$ cat config.mk
export PLATFORM = sky130hd
export DESIGN_NAME = fetch_unit
export DESIGN_NICKNAME = d
export VERILOG_FILES = /design/src/rtl/fetch_unit.sv
export SDC_FILE = /design/constraint.sdc
export NUM_CORES = 1
export LEC_CHECK = 0
export CAP_MARGIN = 10
export CORE_MARGIN = 2
export CORE_UTILIZATION = 45
export CTS_BUF_LIST = sky130_fd_sc_hd__clkbuf_8 sky130_fd_sc_hd__clkbuf_16
export CTS_CLUSTER_DIAMETER = 50
export DETAILED_ROUTE_END_ITERATION = 16
export GPL_ROUTABILITY_DRIVEN = 0
export PLACE_DENSITY = 0.74
export SLEW_MARGIN = 25
export SYNTH_ARGS = -nofsm -noshare
export SYNTH_HDL_FRONTEND = slang
export SYNTH_SLANG_ARGS = --single-unit
export TNS_END_PERCENT = 50
$ cat constraint.sdc
create_clock -name clk -period 6.2 [get_ports clk]
set_clock_uncertainty 0.05 [all_clocks]
set_input_delay 0.93 -clock clk [delete_from_list [all_inputs] [get_ports clk]]
set_output_delay 0.93 -clock clk [all_outputs]
set_load 0.01 [all_outputs]
$ cat src/rtl/fetch_unit.sv
// Instruction-fetch front end: sequential PC requests, in-order responses tagged with their PC,
// a DEPTH-entry instruction FIFO toward decode, and redirect/restart with stale-response discard.
module fetch_unit #(
    parameter int                XLEN         = 32,
    parameter int                ADDR_W       = 32,
    parameter int                DEPTH        = 4,
    parameter logic [ADDR_W-1:0] RESET_VECTOR = '0,
    parameter int unsigned       PC_STEP      = 32'd4
) (
    input  logic              clk,
    input  logic              reset,
    input  logic              reset_pc,
    input  logic              redirect_valid,
    input  logic [ADDR_W-1:0] redirect_addr,
    output logic              inst_mem_req_valid,
    output logic [ADDR_W-1:0] inst_mem_req_addr,
    input  logic              inst_mem_req_ack,
    input  logic              inst_mem_rsp_valid,
    input  logic [XLEN-1:0]   inst_mem_rsp_data,
    output logic              instr_valid,
    output logic [XLEN-1:0]   instr_data,
    output logic [ADDR_W-1:0] instr_pc,
    input  logic              instr_ready,
    output logic              busy
);
    localparam int PW = $clog2(DEPTH);
    localparam int CW = PW + 1;
    localparam logic [CW-1:0] DEPTH_C = CW'(DEPTH);
    localparam logic [1:0] S_IDLE  = 2'd0;
    localparam logic [1:0] S_FETCH = 2'd1;
    localparam logic [1:0] S_FLUSH = 2'd2;

    logic [1:0]        state_q, state_d;
    logic [ADDR_W-1:0] pc_q, pc_d;
    logic              req_valid_q, req_valid_d;
    logic              busy_q, busy_d;
    logic [CW-1:0]     out_q, out_d, disc_q, disc_d, cnt_q, cnt_d;
    logic [PW-1:0]     rd_q, rd_d, wr_q, wr_d, pq_rd_q, pq_rd_d, pq_wr_q, pq_wr_d;
    logic [XLEN-1:0]   fifo_data_q [DEPTH];
    logic [ADDR_W-1:0] fifo_pc_q   [DEPTH];
    logic [ADDR_W-1:0] pq_q        [DEPTH];
    logic              flush_s, acc_s, drop_s, wr_s, pop_s;

    // Next-state computation: counters, pointers, PC and FSM, with flush taking priority
    always_comb begin
        flush_s     = reset_pc || redirect_valid;
        acc_s       = req_valid_q && inst_mem_req_ack;
        drop_s      = inst_mem_rsp_valid && (disc_q != '0);
        wr_s        = inst_mem_rsp_valid && (disc_q == '0) && !flush_s;
        pop_s       = (cnt_q != '0) && instr_ready && !flush_s;
        state_d     = state_q;
        pc_d        = pc_q;
        out_d       = out_q;
        disc_d      = disc_q;
        cnt_d       = cnt_q;
        rd_d        = rd_q;
        wr_d        = wr_q;
        pq_rd_d     = pq_rd_q;
        pq_wr_d     = pq_wr_q;
        if (flush_s) begin
            if (reset_pc) begin
                pc_d = RESET_VECTOR;
            end else begin
                pc_d = redirect_addr & {{(ADDR_W-2){1'b1}}, 2'b00};
            end
            // every in-flight request (including one accepted now) becomes stale; a response now retires one
            disc_d  = disc_q + out_q + CW'(acc_s) - CW'(inst_mem_rsp_valid);
            out_d   = '0;
            cnt_d   = '0;
            rd_d    = '0;
            wr_d    = '0;
            pq_rd_d = '0;
            pq_wr_d = '0;
            state_d = (disc_d != '0) ? S_FLUSH : S_FETCH;
        end else begin
            if (acc_s) begin
                pc_d = pc_q + ADDR_W'(PC_STEP);
            end else begin
                pc_d = pc_q;
            end
            out_d   = out_q + CW'(acc_s) - CW'(wr_s);
            disc_d  = disc_q - CW'(drop_s);
            cnt_d   = cnt_q + CW'(wr_s) - CW'(pop_s);
            rd_d    = rd_q + PW'(pop_s);
            wr_d    = wr_q + PW'(wr_s);
            pq_rd_d = pq_rd_q + PW'(wr_s);
            pq_wr_d = pq_wr_q + PW'(acc_s);
            case (state_q)
                S_IDLE:  state_d = S_FETCH;
                S_FETCH: state_d = S_FETCH;
                S_FLUSH: state_d = (disc_d == '0) ? S_FETCH : S_FLUSH;
                default: state_d = S_IDLE;
            endcase
        end
        req_valid_d = !flush_s && (state_d == S_FETCH) &&
                      (({1'b0, cnt_d} + {1'b0, out_d}) < {1'b0, DEPTH_C});
        busy_d      = (state_d == S_FLUSH) || (out_d != '0);
    end

    // Control and status registers
    always_ff @(posedge clk) begin
        if (reset) begin
            state_q     <= S_IDLE;
            pc_q        <= RESET_VECTOR;
            req_valid_q <= 1'b0;
            busy_q      <= 1'b0;
            out_q       <= '0;
            disc_q      <= '0;
            cnt_q       <= '0;
            rd_q        <= '0;
            wr_q        <= '0;
            pq_rd_q     <= '0;
            pq_wr_q     <= '0;
        end else begin
            state_q     <= state_d;
            pc_q        <= pc_d;
            req_valid_q <= req_valid_d;
            busy_q      <= busy_d;
            out_q       <= out_d;
            disc_q      <= disc_d;
            cnt_q       <= cnt_d;
            rd_q        <= rd_d;
            wr_q        <= wr_d;
            pq_rd_q     <= pq_rd_d;
            pq_wr_q     <= pq_wr_d;
        end
    end

    // Storage: PC tag queue written at accept, instruction FIFO written at response
    always_ff @(posedge clk) begin
        if (acc_s && !flush_s) begin
            pq_q[pq_wr_q] <= pc_q;
        end
        if (wr_s) begin
            fifo_data_q[wr_q] <= inst_mem_rsp_data;
            fifo_pc_q[wr_q]   <= pq_q[pq_rd_q];
        end
    end

    assign inst_mem_req_valid = req_valid_q;
    assign inst_mem_req_addr  = pc_q;
    assign instr_valid        = (cnt_q != '0);
    assign instr_data         = instr_valid ? fifo_data_q[rd_q] : '0;
    assign instr_pc           = instr_valid ? fifo_pc_q[rd_q] : '0;
    assign busy               = busy_q;

    fetch_unit_chk #(.CW(CW), .DEPTH_C(DEPTH_C)) u_chk (
        .clk      (clk),
        .reset    (reset),
        .rsp_valid(inst_mem_rsp_valid),
        .cnt      (cnt_q),
        .out      (out_q),
        .disc     (disc_q)
    );
endmodule

// Protocol checks: credits never exceed DEPTH, and a kept response always has a request to match.
module fetch_unit_chk #(
    parameter int            CW      = 3,
    parameter logic [CW-1:0] DEPTH_C = '0
) (
    input logic          clk,
    input logic          reset,
    input logic          rsp_valid,
    input logic [CW-1:0] cnt,
    input logic [CW-1:0] out,
    input logic [CW-1:0] disc
);
    a_credit: assert property (@(posedge clk) disable iff (reset)
        (({1'b0, cnt} + {1'b0, out}) <= {1'b0, DEPTH_C}));
    a_rsp_has_req: assert property (@(posedge clk) disable iff (reset)
        (rsp_valid && (disc == '0)) |-> (out != '0));
endmodule

Yosys cells after proc, flatten, opt, wreduce, memory -nomap -nowiden --
Memory sizes are Yosys's and may differ from the RTL's. A register that Yosys moved wholly into a read port is not among the register bits. Index checks and enable logic that the tools add are counted.
Storage, ports and cells: bits in registers 53, memory bits (writable) 384, input bits 71, output and inout bits 99, logic and storage cells 74, memories kept 3
Memory list:
- fifo_data_q | words 4, width 32, read ports 1, clocked after Yosys merged registers in 1, write ports 1, line 39 | logic [XLEN-1:0] fifo_data_q [DEPTH];
- fifo_pc_q | words 4, width 32, read ports 1, clocked after Yosys merged registers in 1, write ports 1, line 40 | logic [ADDR_W-1:0] fifo_pc_q [DEPTH];
- pq_q | words 4, width 32, read ports 1, clocked after Yosys merged registers in 1, write ports 1, line 41 | logic [ADDR_W-1:0] pq_q [DEPTH];
Cells by class: add/subtract/negate cells 14, order comparisons 1, equal/unequal tests 4, muxes and demuxes 19, reductions and logical operators 22
Operator list (number):
- 32-bit 2-to-1 mux | 5
- 32-bit by 3-bit adder with 32-bit output (second input constant) | 1
- 2-bit 2-to-1 mux | 6
- 3-bit nonzero test | 4
- 3-bit by 1-bit subtractor with 3-bit output | 4
- 3-bit by 1-bit adder with 3-bit output | 3
- 1-bit logical AND | 9
- 3-bit 2-to-1 mux | 3
- 2-bit by 1-bit adder with 2-bit output | 4
- 3-bit logical NOT | 2
- 3-bit by 3-bit adder with 4-bit output | 1
- 2-bit by 1-bit equality test with 1-bit output (second input constant) | 2
- 2-bit equality test (second input constant) | 2
- 4-bit by 3-bit < comparator with 1-bit output (second input constant) | 1
- 1-bit 2-to-1 mux | 4
- 2-bit case mux with 2 select lines | 1
- 2-bit OR reduction | 2
- 3-bit adder | 1
- 2-bit logical NOT | 1
- 1-bit logical OR | 2
- 2-bit nonzero test | 1
- 1-bit logical NOT | 1

Depth between registers and ports, before layout --
depth after elaboration 10, gate-level depth with buffers 14, depth with buffers taken out 13

Worst setup path before layout --
No wires, ideal clock.
path type input -> register, from input reset_pc, to memory fifo_data_q[2][0] (enable), setup time 0.571 ns, data arrival time 6.105 ns, data required time 5.579 ns, path slack -0.526 ns, cell stages on the path 4, buffers on the path 1, cells stage by stage nor2_1 > clkbuf_1 > nand3_1 > nor3b_1
Between the ends: cells in the longest elaborated chain, start to end 5
Ends and longest elaborated chain:
- from (decl) | line 12 | input logic reset_pc,
- 1-bit logical OR | line 46 | flush_s = reset_pc || redirect_valid;
- 1-bit logical NOT | line 49 | wr_s = inst_mem_rsp_valid && (disc_q == '0) && !flush_s;
- 1-bit logical AND | line 49
- 1-bit 2-to-1 mux | line 134 | if (wr_s) begin
- 1-bit 2-to-1 mux (not written as such) | line 135 | fifo_data_q[wr_q] <= inst_mem_rsp_data;
- to (decl) | line 39
No other way between the ends.

==> out/qor.yml <==
firstDrtPassIters: 6
yosysSeqAreaShare_pct: 72.26
min_period_over_period_pct: 66.76
final_cell_mix: "edfxtp_1 (368), clkdlybuf4s50_1 (163), mux4_2 (92)"
critPathRequiredTime_ns: 5.22
cp_cell_sequence: "buf_4 > mux4_2 > and2_1 > clkdlybuf4s50_1"
slew_headroom_pct: 31.87
place_ws_ns: 1.893
cts-resized-gates: 0
finalSetupViolations: 0
die-area_sq_um: 38680
whs_ns: 0.5423
clockRootBuffer: "clkbuf_16"
outcome: "complete, no violations"
grt_max_degree: 66
clkLatencyLatePin_ns: 0.55
ant_nets: 0
critPathCaptureType: "output port"
yosysUniqueCellTypes: 62
slowest_stage: "dfxtp_2"
finish.utilization_pct: 56.24
fmax_ghz: 0.2416
coreArea_sq_um: 36610
cts_buffers: 46
fin_crit_ns: 4.139
cp_slowest_stage_delay_ns: 0.90
start_util_pct: 45.63
fp.dieW_microns: 196.7
synth_area_sq_um: 16710
worst_slack_ns: 2.061
drc: 0
maxCapViolations: 0
cts.clk_slew.worst_paths_ns: 0.06
fillers: 2785
power.leakage_nw: 6.444
crit_type: "reg -> out"
viasPerCell: 5.646
drive_gt1_share_pct: 18.09
worstPathMaxFanout: 36
layout.nets: 1198
hold_path_class: "reg -> reg"
grt_use_total_pct: 18.69
rr_worst_depth: 9
start_kind: "register"
areaGrowthSynthToFinish_pct: 23.25
cts_tree: "built"
vias: 9136
power_density_nw_per_um2: 302.2
cp.arrival_ns: 3.16
layout_commonest_cell: "edfxtp_1"
synth.avg_cell_area_sq_um: 17.92
ys_warn_count: 0
dp_hpwl_mm: 20.97
ir_worst_vdd_uv: 193.7
netlist_instances: 932
io_pins: 170
wire_per_inst_microns: 21.98
port_buffers: 163
grt_pass1_vias: 9489
rows: 70
synth_edf_count: 368
max_slew.worst_pin.slew_ns: 1.022
drt_iter0_markers: 658
post_cts.repair.setup_buffers: 0
diodes: 0
synth-main-ff-cell: "edfxtp_1"
synth-seq-cells: 419
die_h_microns: 196.7
synthArstFlopShare_pct: 0
wirelength_mm: 35.56
hold_buffers: 0
grt_antenna_before_repair: 0
gr-total-overflow: 0
h-tree-depth: 2
drv_slew: 0
rsz0062_at_grt: "false"
hold_path_depth: 2
clk_path_buf_depth: 3
hold_viol_final: 0
grt_pass1_wl_mm: 55.08
cts_num_sinks: 419
## routing by layer
metal  up-vias  share of wire, %  wire length, microns  GRT usage, %
li1       4065                 -                     -             -
met1      4641                42                 14930         25.44
met2       380                49                 17400         30.98
met3        50               7.3                  2605         3.628
met4         0               1.8                   623         5.347
met5         -                 0                     0             0
## final cells by class
| class | instances | area, sq um | area share (%) |
|---|---|---|---|
| Inverter | 14 | 52.55 | 0.2552 |
| Clock inverter | 36 | 386.6 | 1.878 |
| Sequential cell | 419 | 12080 | 58.67 |
| Clock buffer | 49 | 1226 | 5.955 |
| Tap cell | 468 | 585.6 | 2.844 |
| Multi-Input combinational cell | 451 | 4428 | 21.51 |
| Timing Repair Buffer | 181 | 1832 | 8.896 |
## worst max-delay path: cells and delay by family (launching register included)
family	cells	cell delay, ns
DFF	1	0.90
and+or+nand+nor	1	0.18
muxes	1	0.39
buffers and inverters	2	1.12
## sequential cells by signal, indices dropped and copies added, names as in the netlist
register,cells
fifo_data_q,128
fifo_pc_q,120
pq_q,120
inst_mem_req_addr,30
cnt_q,3
disc_q,3
out_q,3
pq_rd_q,2
pq_wr_q,2
rd_q,2
state_q,2
wr_q,2
busy,1
inst_mem_req_valid,1
## where the power goes
part / total, W / internal [W] / switching [W]
clock: 0.00284 / 0.00176 / 0.00107
combinational: 0.000262 / 0.000132 / 0.000130
sequential: 0.00313 / 0.00309 / 0.0000341
## stage by stage
| step | power, W | instances | area (sq um) | setup TNS (ns) |
|---|---|---|---|---|
| 2_1_floorplan | 0.003320 | 935 | 16720 | -10.84 |
| 3_3_place_gp | 0.003436 | 1530 | 18900 | 0 |
| 3_5_place_dp | 0.003445 | 1531 | 18930 | 0 |
| 4_1_cts | 0.006285 | 1616 | 20540 | 0 |
| 5_1_grt | 0.006425 | 1618 | 20590 | 0 |
| 6_report | 0.006223 | 1618 | 20590 | 0 |
## final timing paths
path | start | endpoint | slack (ns)
worst max-delay path | rd_q[1] | instr_pc[24] | 2.06
worst max register to register | inst_mem_req_valid | busy | 2.82
worst min register to register | state_q[1] | inst_mem_req_valid | 0.54
worst min-delay path | state_q[1] | inst_mem_req_valid | 0.54
## kinds of logic (layout without fill, tap and decap cells)
logic type | count (synthesis) | in the layout | synth area share [%]
buf+inv | 65 | 280 | 1.625
compound gates | 87 | 87 | 3.378
other cells | 1 | 4 | 0.02245
mux | 96 | 96 | 12.64
fa+ha+maj | 14 | 14 | 1.228
flops | 419 | 419 | 72.26
simple gates | 225 | 225 | 7.452
xor+xnor | 25 | 25 | 1.393
## cell usage after synthesis, types with 5 or more instances
cell type / number / area share [%]
nand3_1: 13 / 0.39
ha_1: 10 / 0.75
a21oi_1: 20 / 0.60
nand4_1: 9 / 0.34
a211oi_1: 12 / 0.54
and2_1: 64 / 2.4
buf_1: 5 / 0.11
nor4_1: 7 / 0.26
o21ai_0: 22 / 0.66
nor2_1: 53 / 1.2
dfxtp_1: 51 / 6.1
mux4_2: 92 / 12
inv_1: 13 / 0.29
edfxtp_1: 368 / 66
xnor2_1: 14 / 0.73
a31oi_1: 7 / 0.26
buf_2: 10 / 0.30
clkbuf_1: 32 / 0.72
nand2_1: 33 / 0.74
and3_1: 7 / 0.26
xor2_1: 10 / 0.52
nor3_1: 14 / 0.42
Note: power is estimated with default switching activity, not from simulation.
